--- config.mk ---
export PLATFORM = sky130hd
export DESIGN_NAME = seq_detector_param
export DESIGN_NICKNAME = d
export VERILOG_FILES = /design/src/rtl/seq_detector_param.sv
export SDC_FILE = /design/constraint.sdc
export NUM_CORES = 1
export LEC_CHECK = 0
export ABC_AREA = 0
export CORE_ASPECT_RATIO = 0.75
export CORE_MARGIN = 1
export CORE_UTILIZATION = 31
export CTS_BUF_LIST = sky130_fd_sc_hd__clkbuf_8
export DETAILED_ROUTE_END_ITERATION = 8
export PLACE_DENSITY = 0.48
export SETUP_SLACK_MARGIN = 0.3
export SYNTH_ARGS = -nofsm -noshare
export SYNTH_HDL_FRONTEND = slang
export SYNTH_SLANG_ARGS = --single-unit
--- constraint.sdc ---
create_clock -name clock -period 4 [get_ports clock]
set_clock_uncertainty 0.1 [all_clocks]
set_input_delay 0.6 -clock clock [delete_from_list [all_inputs] [get_ports clock]]
set_output_delay 0.6 -clock clock [all_outputs]
set_load 0.1 [all_outputs]
--- src/rtl/seq_detector_param.sv ---
// Runtime-programmable serial pattern detector with a valid-qualified input,
// selectable overlapping/non-overlapping detection and a saturating match counter.
module seq_detector_param #(
  parameter int unsigned MAX_LEN = 8,
  parameter int unsigned LEN_W   = 4,
  parameter int unsigned CNT_W   = 8
) (
  input  logic               clock,
  input  logic               reset,
  input  logic               sequence_in,
  input  logic               in_valid,
  input  logic               cfg_load,
  input  logic [MAX_LEN-1:0] cfg_pattern,
  input  logic [LEN_W-1:0]   cfg_len,
  input  logic               cfg_overlap,
  input  logic               count_clr,
  output logic               detector_out,
  output logic [CNT_W-1:0]   match_count,
  output logic               cfg_err
);

  logic [MAX_LEN-1:0] hist_q, hist_d;
  logic [LEN_W-1:0]   fill_q, fill_d;
  logic [MAX_LEN-1:0] pat_q, pat_d;
  logic [LEN_W-1:0]   len_q, len_d;
  logic               ovl_q, ovl_d;
  logic               err_q, err_d;
  logic               det_q, det_d;
  logic [CNT_W-1:0]   cnt_q, cnt_d;

  logic               accept;
  logic [MAX_LEN-1:0] hist_sh;
  logic [LEN_W-1:0]   fill_inc;
  logic [MAX_LEN-1:0] mask;
  logic               match;
  logic               len_bad;

  always_comb begin
    accept   = in_valid & ~cfg_load;
    hist_sh  = {hist_q[MAX_LEN-2:0], sequence_in};
    fill_inc = (fill_q >= LEN_W'(MAX_LEN)) ? fill_q : fill_q + LEN_W'(1);
    mask     = '0;
    for (int unsigned i = 0; i < MAX_LEN; i++) begin
      mask[i] = (i < 32'(len_q));
    end
    // The compare looks at the post-shift history so the pulse follows the completing bit by one edge.
    match   = accept && !err_q && (fill_inc >= len_q) &&
              ((hist_sh & mask) == (pat_q & mask));
    len_bad = (cfg_len < LEN_W'(2)) || (cfg_len > LEN_W'(MAX_LEN));
  end

  always_comb begin
    hist_d = hist_q;
    fill_d = fill_q;
    pat_d  = pat_q;
    len_d  = len_q;
    ovl_d  = ovl_q;
    err_d  = err_q;
    det_d  = match;
    cnt_d  = cnt_q;

    if (cfg_load) begin
      pat_d  = cfg_pattern;
      len_d  = cfg_len;
      ovl_d  = cfg_overlap;
      err_d  = len_bad;
      hist_d = '0;
      fill_d = '0;
    end else if (in_valid) begin
      hist_d = hist_sh;
      fill_d = (match && !ovl_q) ? '0 : fill_inc;
    end

    if (count_clr) begin
      cnt_d = match ? CNT_W'(1) : '0;
    end else if (match && (cnt_q != '1)) begin
      cnt_d = cnt_q + CNT_W'(1);
    end
  end

  always_ff @(posedge clock) begin
    if (reset) begin
      hist_q <= '0;
      fill_q <= '0;
      pat_q  <= '0;
      len_q  <= LEN_W'(MAX_LEN);
      ovl_q  <= 1'b1;
      err_q  <= 1'b0;
      det_q  <= 1'b0;
      cnt_q  <= '0;
    end else begin
      hist_q <= hist_d;
      fill_q <= fill_d;
      pat_q  <= pat_d;
      len_q  <= len_d;
      ovl_q  <= ovl_d;
      err_q  <= err_d;
      det_q  <= det_d;
      cnt_q  <= cnt_d;
    end
  end

  assign detector_out = det_q;
  assign match_count  = cnt_q;
  assign cfg_err      = err_q;

endmodule

* After elaboration in Yosys (flattened, before gate mapping)
Index checks and enable logic that the tools add are counted.
** Word-level totals
- Logic and storage cells :: 43
- Output and inout port bits :: 10
- Register bits :: 34
- Bits of input ports :: 19
** Operators by class
- Equal/unequal tests :: 2
- $add $sub $neg :: 2
- Mux-type cells :: 5
- Magnitude comparators :: 12
- Reduce and logical (&&, ||, !) cells :: 10
- Bitwise gates (word level) :: 4
** Operator list (count)
- 8-bit bitwise AND :: 2
- 3-bit by 4-bit < comparator with 1-bit output, first input constant :: 4
- 8-bit 2-to-1 mux :: 2
- 8-bit by 1-bit adder with 8-bit output, second input constant :: 1
- 8-bit == test :: 1
- 1-bit by 4-bit < comparator with 1-bit output, first input constant :: 2
- 2-bit by 4-bit < comparator with 1-bit output, first input constant :: 2
- 4-bit 2-to-1 mux :: 2
- 8-bit inequality test, second input constant :: 1
- 1-bit logical AND :: 5
- 4-bit by 1-bit adder with 4-bit output, second input constant :: 1
- 4-bit >= comparator :: 1
- 4-bit >= comparator, second input constant :: 1
- 4-bit > comparator, second input constant :: 1
- 4-bit by 2-bit < comparator with 1-bit output, second input constant :: 1
- 1-bit zero test :: 2
- 2-bit nonzero test :: 1
- 2-bit OR reduction :: 1
- 1-bit bitwise AND :: 1
- 1-bit logical OR :: 1
- 1-bit 2-to-1 mux :: 1
- 1-bit inverter :: 1

* Logic depth before layout (Yosys ltp)
Gate-level depths: netlist of the first run.
- Depth in word-level cells :: 8
- Depth in mapped cells :: 9
- Depth with buffers taken out :: 8

* Least setup slack after synthesis of the first run
OpenSTA, ideal clock, no wires.
- Kind :: register to register
- From :: reg fill_q[0]
- To :: reg fill_q[3]
- Library setup time :: 96 ps
- Arrival time :: 2330 ps
- Slack :: 1474 ps
- Period minus slack after synthesis :: 2526 ps
- Required time :: 3804 ps
- Buffers on the path :: 1
- Cell stages (with the launch flop) :: 10
- Cells stage by stage :: dfxtp_1 > inv_1 > ha_1 > mux2_2 > ha_1 > a211oi_1 > o21ba_2 > clkbuf_1 > nor3_1 > nor4b_1
** Between the ends
- Word-level cells in the longest chain between the ends :: 7
- Elaborated cells on any way between the ends :: 8
- Classes of those cells :: add/sub (1); order compare (2); mux (2); reduce/logical (3)
** RTL lines
- from (decl) :: RTL line 23 : logic [LEN_W-1:0] fill_q, fill_d;
- from (signal assigned) :: RTL line 93 : fill_q <= fill_d;
- 4-bit by 1-bit adder with 4-bit output / 4-bit >= comparator (equally long branches) :: RTL line 41 : fill_inc = (fill_q >= LEN_W'(MAX_LEN)) ? fill_q : fill_q + LEN_W'(1);
- 4-bit 2-to-1 mux * :: RTL line 41
- 4-bit >= comparator :: RTL line 47 : match = accept && !err_q && (fill_inc >= len_q) &&
- 1-bit logical AND (2 in a row) :: RTL line 47
- 1-bit logical AND :: RTL line 71 : fill_d = (match && !ovl_q) ? '0 : fill_inc;
- 4-bit 2-to-1 mux * :: RTL line 71
Mark *: on every way between the ends. The rest lies on a longest branch, timed or not.
A chain may end at the register's enable or synchronous reset.

* Final worst setup path of the first run
Same ends and word-level chain as after synthesis.

==> qor.yml, run 1 <==
run_status:
  outcome: "finished, final reports clean"
floorplan:
  placeableCoreArea_mm2: 0.005381
  rows: 23
  dieArea_mm2: 0.005921
  die-width_um: 88.52
  ioPinCount: 29
  initial_utilization_pct: 32.34
  fp.dieH_um: 66.89
cells_and_area:
  final.fill_count: 551
  layout.cells.most_common_list: "dfxtp_1, clkdlybuf4s50_1, nor2_1, mux2i_1"
  area_growth_syn_to_layout_pct: 26.24
  design.final.nets: 244
  layout.cells.most_common: "dfxtp_1"
  diodes: 0
  drive_above_1_share_pct: 6.849
placed_design:
  place.detailed.hpwl_um: 3061
  buffer_ports.inserted: 28
  gp_congestion: 0.7767
global_route:
  gr-total-overflow: 0
  number_of_antenna_violations_at_the_first_check_in_global_routing: 0
  grt_start_max_net_pins: 21
  grt_pass1_wl_um: 6782
  grt_usage_pct: 15.08
  grt_pass1_vias: 1434
sta:
  clock.fmax_mhz: 378.0
  relSlewSlack_pct: 34.34
  setup_viol: 0
  report.final.slew_viol_count: 0
  final.setup.tns_ps: 0
  report.final.hold_viol_count: 0
  layout_worst_path_cycle_share_pct: 66.13
  hold_ws_ps: 389.7
  worst_pin_slew_ps: 981.8
  min_tclk_post_route_ps: 2645
  rsz0062_at_grt: "false"
route:
  dr.pass1.iters: 4
  drc: 0
  detail-route-antenna-nets: 0
  avgRoutedWirePerCell_um: 13.91
  routed_via_density: 5.167
  initialDrtViolationCount: 94
  wire_length_reported_by_the_detailed_router_um: 4090
  dr_total_vias: 1519
setup_path:
  path_class: "flip-flop to flip-flop"
  worst-endpoint-arrival_ps: 2710
  start_kind: "flip-flop"
  timing.critical_path.fanout_max: 13
  cp-end-kind: "flip-flop"
  worst_ep_required_time_ps: 4070
clocking:
  ctsLongestPathBuffers: 2
  worst_skew_pair.late_latency_ps: 280
  cts_sinks: 34
  cts_tree: "built"
  postCtsSetupRepairBufs: 0
  path_clk_slew_ps: 70
  cts_inserted_buffers: 5
  postCtsResizedCells: 0
  clk_root_buffer_cell: "clkbuf_8"
  cts_max_level: 2
  postCtsHoldBufs: 0
logic_synthesis:
  synth_fp_nets: 217
  synth-seq-cells: 34
  synth.lib_cells_used.distinct: 43
  synth_flop_cell: "dfxtp_1"
  synth_edf_count: 0
  synth_cells: 191
  async_reset_ff_share_pct: 0
  syn_area_mm2: 0.001740
  synth.yosys.warnings: 0
  postSynthAreaPerCell_um2: 9.112
  yosysSeqAreaShare_pct: 39.11
job:
  maxCapViolCount: 0
min_path:
  hold_class: "flip-flop to flip-flop"
power:
  cellLeakagePower_uw: 0.0008145
  worst_ir_drop_vdd_v: 0.0001481
  finalPower_uw: 752.2
  cellPowerDensity_mw_per_mm2: 342.3
-- synth_stat cells (4+ instances only) --
cell type / number / area [um2]
xnor2_1: 9 / 78.83
nand2b_1: 4 / 25.02
nor3_1: 5 / 25.02
mux2i_1: 19 / 190.2
nand2_1: 7 / 26.28
dfxtp_1: 34 / 680.7
nor3b_1: 4 / 30.03
clkbuf_1: 7 / 26.28
nor2_1: 23 / 86.33
a21oi_1: 9 / 45.04
and3_1: 5 / 31.28
ha_1: 7 / 87.58
o31ai_1: 4 / 30.03
inv_1: 7 / 26.28
a211oi_1: 4 / 30.03
-- worst max-delay path, stage by stage, from the launching register on --
cell	delay [ps]
dfxtp_1	430
inv_1	80
ha_1	290
mux2_2	280
ha_1	270
a211oi_1	270
o21ba_2	350
nor3_1	120
nor4b_1	330
-- per-stage QoR --
step / instances / setup slack, ps / utilization, % / instance area, um2
global placement: 286 / 1248 / 38.85 / 2091
detailed placement: 286 / 1216 / 38.85 / 2091
global route: 294 / 1145 / 40.83 / 2197
finish: 294 / 1355 / 40.83 / 2197
floorplan: 191 / 1474 / - / 1740
CTS: 294 / 1348 / 40.83 / 2197
-- routing by layer --
metal	vias up	global-route usage (%)	routed length [um]	share of wire (%)
met4	0	3.831	10	0.24
met3	2	3.965	213	5.2
li1	751	-	-	-
met2	43	21.73	1715	42
met1	723	21.90	2151	53
met5	-	0	0	0
-- registers in the layout (all words and copies together), names as in the netlist --
signal / flops
match_count: 8
pat_q: 8
hist_q: 7
fill_q: 4
len_q: 4
cfg_err: 1
detector_out: 1
ovl_q: 1
-- cells by family (layout without fill, tap and decap cells) --
group                    Yosys count  in the layout  share of synthesized area, %
AND/OR/NAND/NOR                   66             66                         20.34
buffers and inverters             17             45                         3.739
XOR/XNOR                          10             10                         5.033
AO/OA/AOI/OAI                     37             37                         15.17
multiplexers                      20             20                         11.57
adder cells (fa/ha/maj)            7              7                         5.032
flip-flops                        34             34                         39.11
-- final cells by class --
class	instances	area [um2]	area share (%)
flip-flops and latches	34	680.7	30.98
multi-input cells	140	994.7	45.27
well taps	75	93.84	4.271
repair buffers	30	295.3	13.44
clock inverters	3	37.54	1.708
clock buffers	5	68.82	3.132
inverters	7	26.28	1.196
-- where the power goes --
| group | internal, uW | leakage [uW] | switching, uW | total [uW] |
|---|---|---|---|---|
| clock network | 181 | 0.0000607 | 122 | 303 |
| logic | 43.1 | 0.000477 | 47.0 | 90.1 |
| registers | 348 | 0.000277 | 11.0 | 359 |
-- final timing paths --
check / from / to / slack, ps / cells past startpoint
min: cfg_err / cfg_err / 390 / 2
max reg2reg: fill_q[0] / fill_q[3] / 1350 / 8
max: fill_q[0] / fill_q[3] / 1350 / 8
min reg2reg: cfg_err / cfg_err / 390 / 2
Note: power is estimated with default switching activity, not from simulation.
==> inputs of run 2 (changes only) <==
- PLACE_DENSITY: 0.48 -> 0.5
- clock period: 4 -> 2.3 ns (I/O delays scaled with it)
==> qor.yml, run 2 (synthesized netlist as in run 1, its figures left out) <==
route:
  initialDrtViolationCount: 42
  drc: 0
  wire_length_reported_by_the_detailed_router_um: 4467
  avgRoutedWirePerCell_um: 14.05
  routed_via_density: 5.110
  dr_total_vias: 1625
  detail-route-antenna-nets: 0
  dr.pass1.iters: 4
setup_path:
  number_of_buffers_and_inverters_on_the_critical_path: 1
  worst-endpoint-arrival_ps: 2400
  timing.critical_path.fanout_max: 7
  start_kind: "flip-flop"
  timing.critical_path.cells: "inv_4, ha_4, mux2_4, ha_4, a211oi_4, o21ba_4, or4_4, a21oi_2"
  timing.critical_path.max_delay_family: "simple AND/OR/NAND/NOR gates"
  worst_ep_required_time_ps: 2420
  slowest_delay_ps: 510
  crit_path_frequent_cell: "ha_4"
  cp-end-kind: "flip-flop"
  r2r_cells: 8
  critical_path_depth: 8
  path_class: "flip-flop to flip-flop"
  crit_path_top_delay_cell: "or4_4"
sta:
  min_tclk_post_route_ps: 2278
  report.final.hold_viol_count: 0
  worst_pin_slew_ps: 363.0
  clock.fmax_mhz: 438.9
  setup_ws_ps: 21.83
  relSlewSlack_pct: 75.75
  setup_viol: 0
  final.setup.tns_ps: 0
  layout_worst_path_cycle_share_pct: 99.05
  rsz0062_at_grt: "true"
  hold_ws_ps: 360.5
  report.final.slew_viol_count: 0
global_route:
  grt_pass1_vias: 1576
  grt_usage_pct: 15.98
  grt_start_max_net_pins: 18
  grt_pass1_wl_um: 7155
  number_of_antenna_violations_at_the_first_check_in_global_routing: 0
  gr-total-overflow: 0
floorplan:
  ioPinCount: 29
  placeableCoreArea_mm2: 0.005381
  initial_utilization_pct: 32.34
  die-width_um: 88.52
  fp.dieH_um: 66.89
  dieArea_mm2: 0.005921
  rows: 23
placed_design:
  gp_congestion: 0.8557
  buffer_ports.inserted: 28
  dp_worst_setup_slack_ps: -135.2
  placed_cells: 299
  place.detailed.hpwl_um: 3134
cells_and_area:
  layout.cells.most_common_list: "buf_4, nor2_1, dfxtp_1, mux2i_1, clkdlybuf4s50_1"
  diodes: 0
  layout.cells.most_common: "buf_4"
  drive_above_1_share_pct: 36.21
  area_growth_syn_to_layout_pct: 49.10
  final_cells: 318
  design.final.nets: 268
power:
  worst_ir_drop_vdd_v: 0.0002688
  p_sw_uw: 347.8
  sequentialPowerShare_pct: 47.5
  internal_power_uw: 965.7
  cellLeakagePower_uw: 0.001005
  comb_power_share_pct: 18.0
  power.share.switching_pct: 26.48
  cellPowerDensity_mw_per_mm2: 506.2
  clock_power_share_pct: 34.5
clocking:
  ctsLongestPathBuffers: 2
  cts_inserted_buffers: 5
  clk_root_buffer_cell: "clkbuf_8"
  cts_tree: "built"
  postCtsHoldBufs: 0
  cts_max_level: 2
  cts_sinks: 34
  worst_skew_pair.late_latency_ps: 280
  path_clk_slew_ps: 70
min_path:
  holdPathStages: 1
  hold_class: "flip-flop to flip-flop"
run_status:
  outcome: "finished, final reports clean"
job:
  maxCapViolCount: 0
==> run 2: cell type report <==
| cell class | instances | area (um2) |
|---|---|---|
| sequential | 34 | 705.7 |
| inverter | 7 | 28.78 |
| clock buffer | 6 | 82.58 |
| tap | 75 | 93.84 |
| timing repair buffer | 54 | 469.2 |
| fill | 502 | 2786 |
| multi-input combinational | 140 | 1206 |
| clock inverter | 2 | 8.758 |
==> run 2: path summary, 6_finish.rpt <==
path	start	endpoint	slack, ps
min reg2reg	match_count[2]	match_count[2]	360
max	fill_q[0]	match_count[7]	20
max reg2reg	fill_q[0]	match_count[7]	20
min	match_count[2]	match_count[2]	360
==> run 2: through the flow <==
step | utilization (%) | power [uW] | cell area [um2]
6_report | 48.22 | 1314 | 2595
5_1_grt | 48.22 | 1381 | 2595
4_1_cts | 44.92 | 1297 | 2417
2_1_floorplan | - | 743.1 | 1799
3_5_place_dp | 41.11 | 820.0 | 2212
3_3_place_gp | 41.11 | 815.0 | 2212
==> run 2: power by group through the flow <==
stage | Clock [uW] | Combinational [uW] | Sequential (uW)
global placement | 0 | 180 | 635
finish | 453 | 237 | 624
CTS | 466 | 207 | 624
detailed placement | 0 | 184 | 636
floorplan | 0 | 101 | 642
global route | 500 | 254 | 626
==> run 2: worst reg2reg max path: stages, from the launching register on <==
cell and delay, ps:
dfxtp_4 370, inv_4 40, ha_4 220, mux2_4 290, ha_4 280, a211oi_4 60
o21ba_4 230, or4_4 520, a21oi_2 120
==> run 2: layer usage <==
metal / GRT usage, % / routed length (um)
met4: 4.637 / 60
met3: 4.585 / 163
met1: 18.83 / 1986
met5: 0 / 0
met2: 28.08 / 2258
==> run 2: what timing repair did <==
item,in CTS,in global routing
hold endpoints to repair,0,0
buffers inserted,3,8
cloned,0,0
pin swaps,14,12
endpoints found under the setup margin,13,13
resized for setup,20,23
==> inputs of run 3 (changes only) <==
- ABC_AREA: 0 -> unset
==> results of run 3 <==
The final DEF is identical to that of run 2; final timing and power are the same.
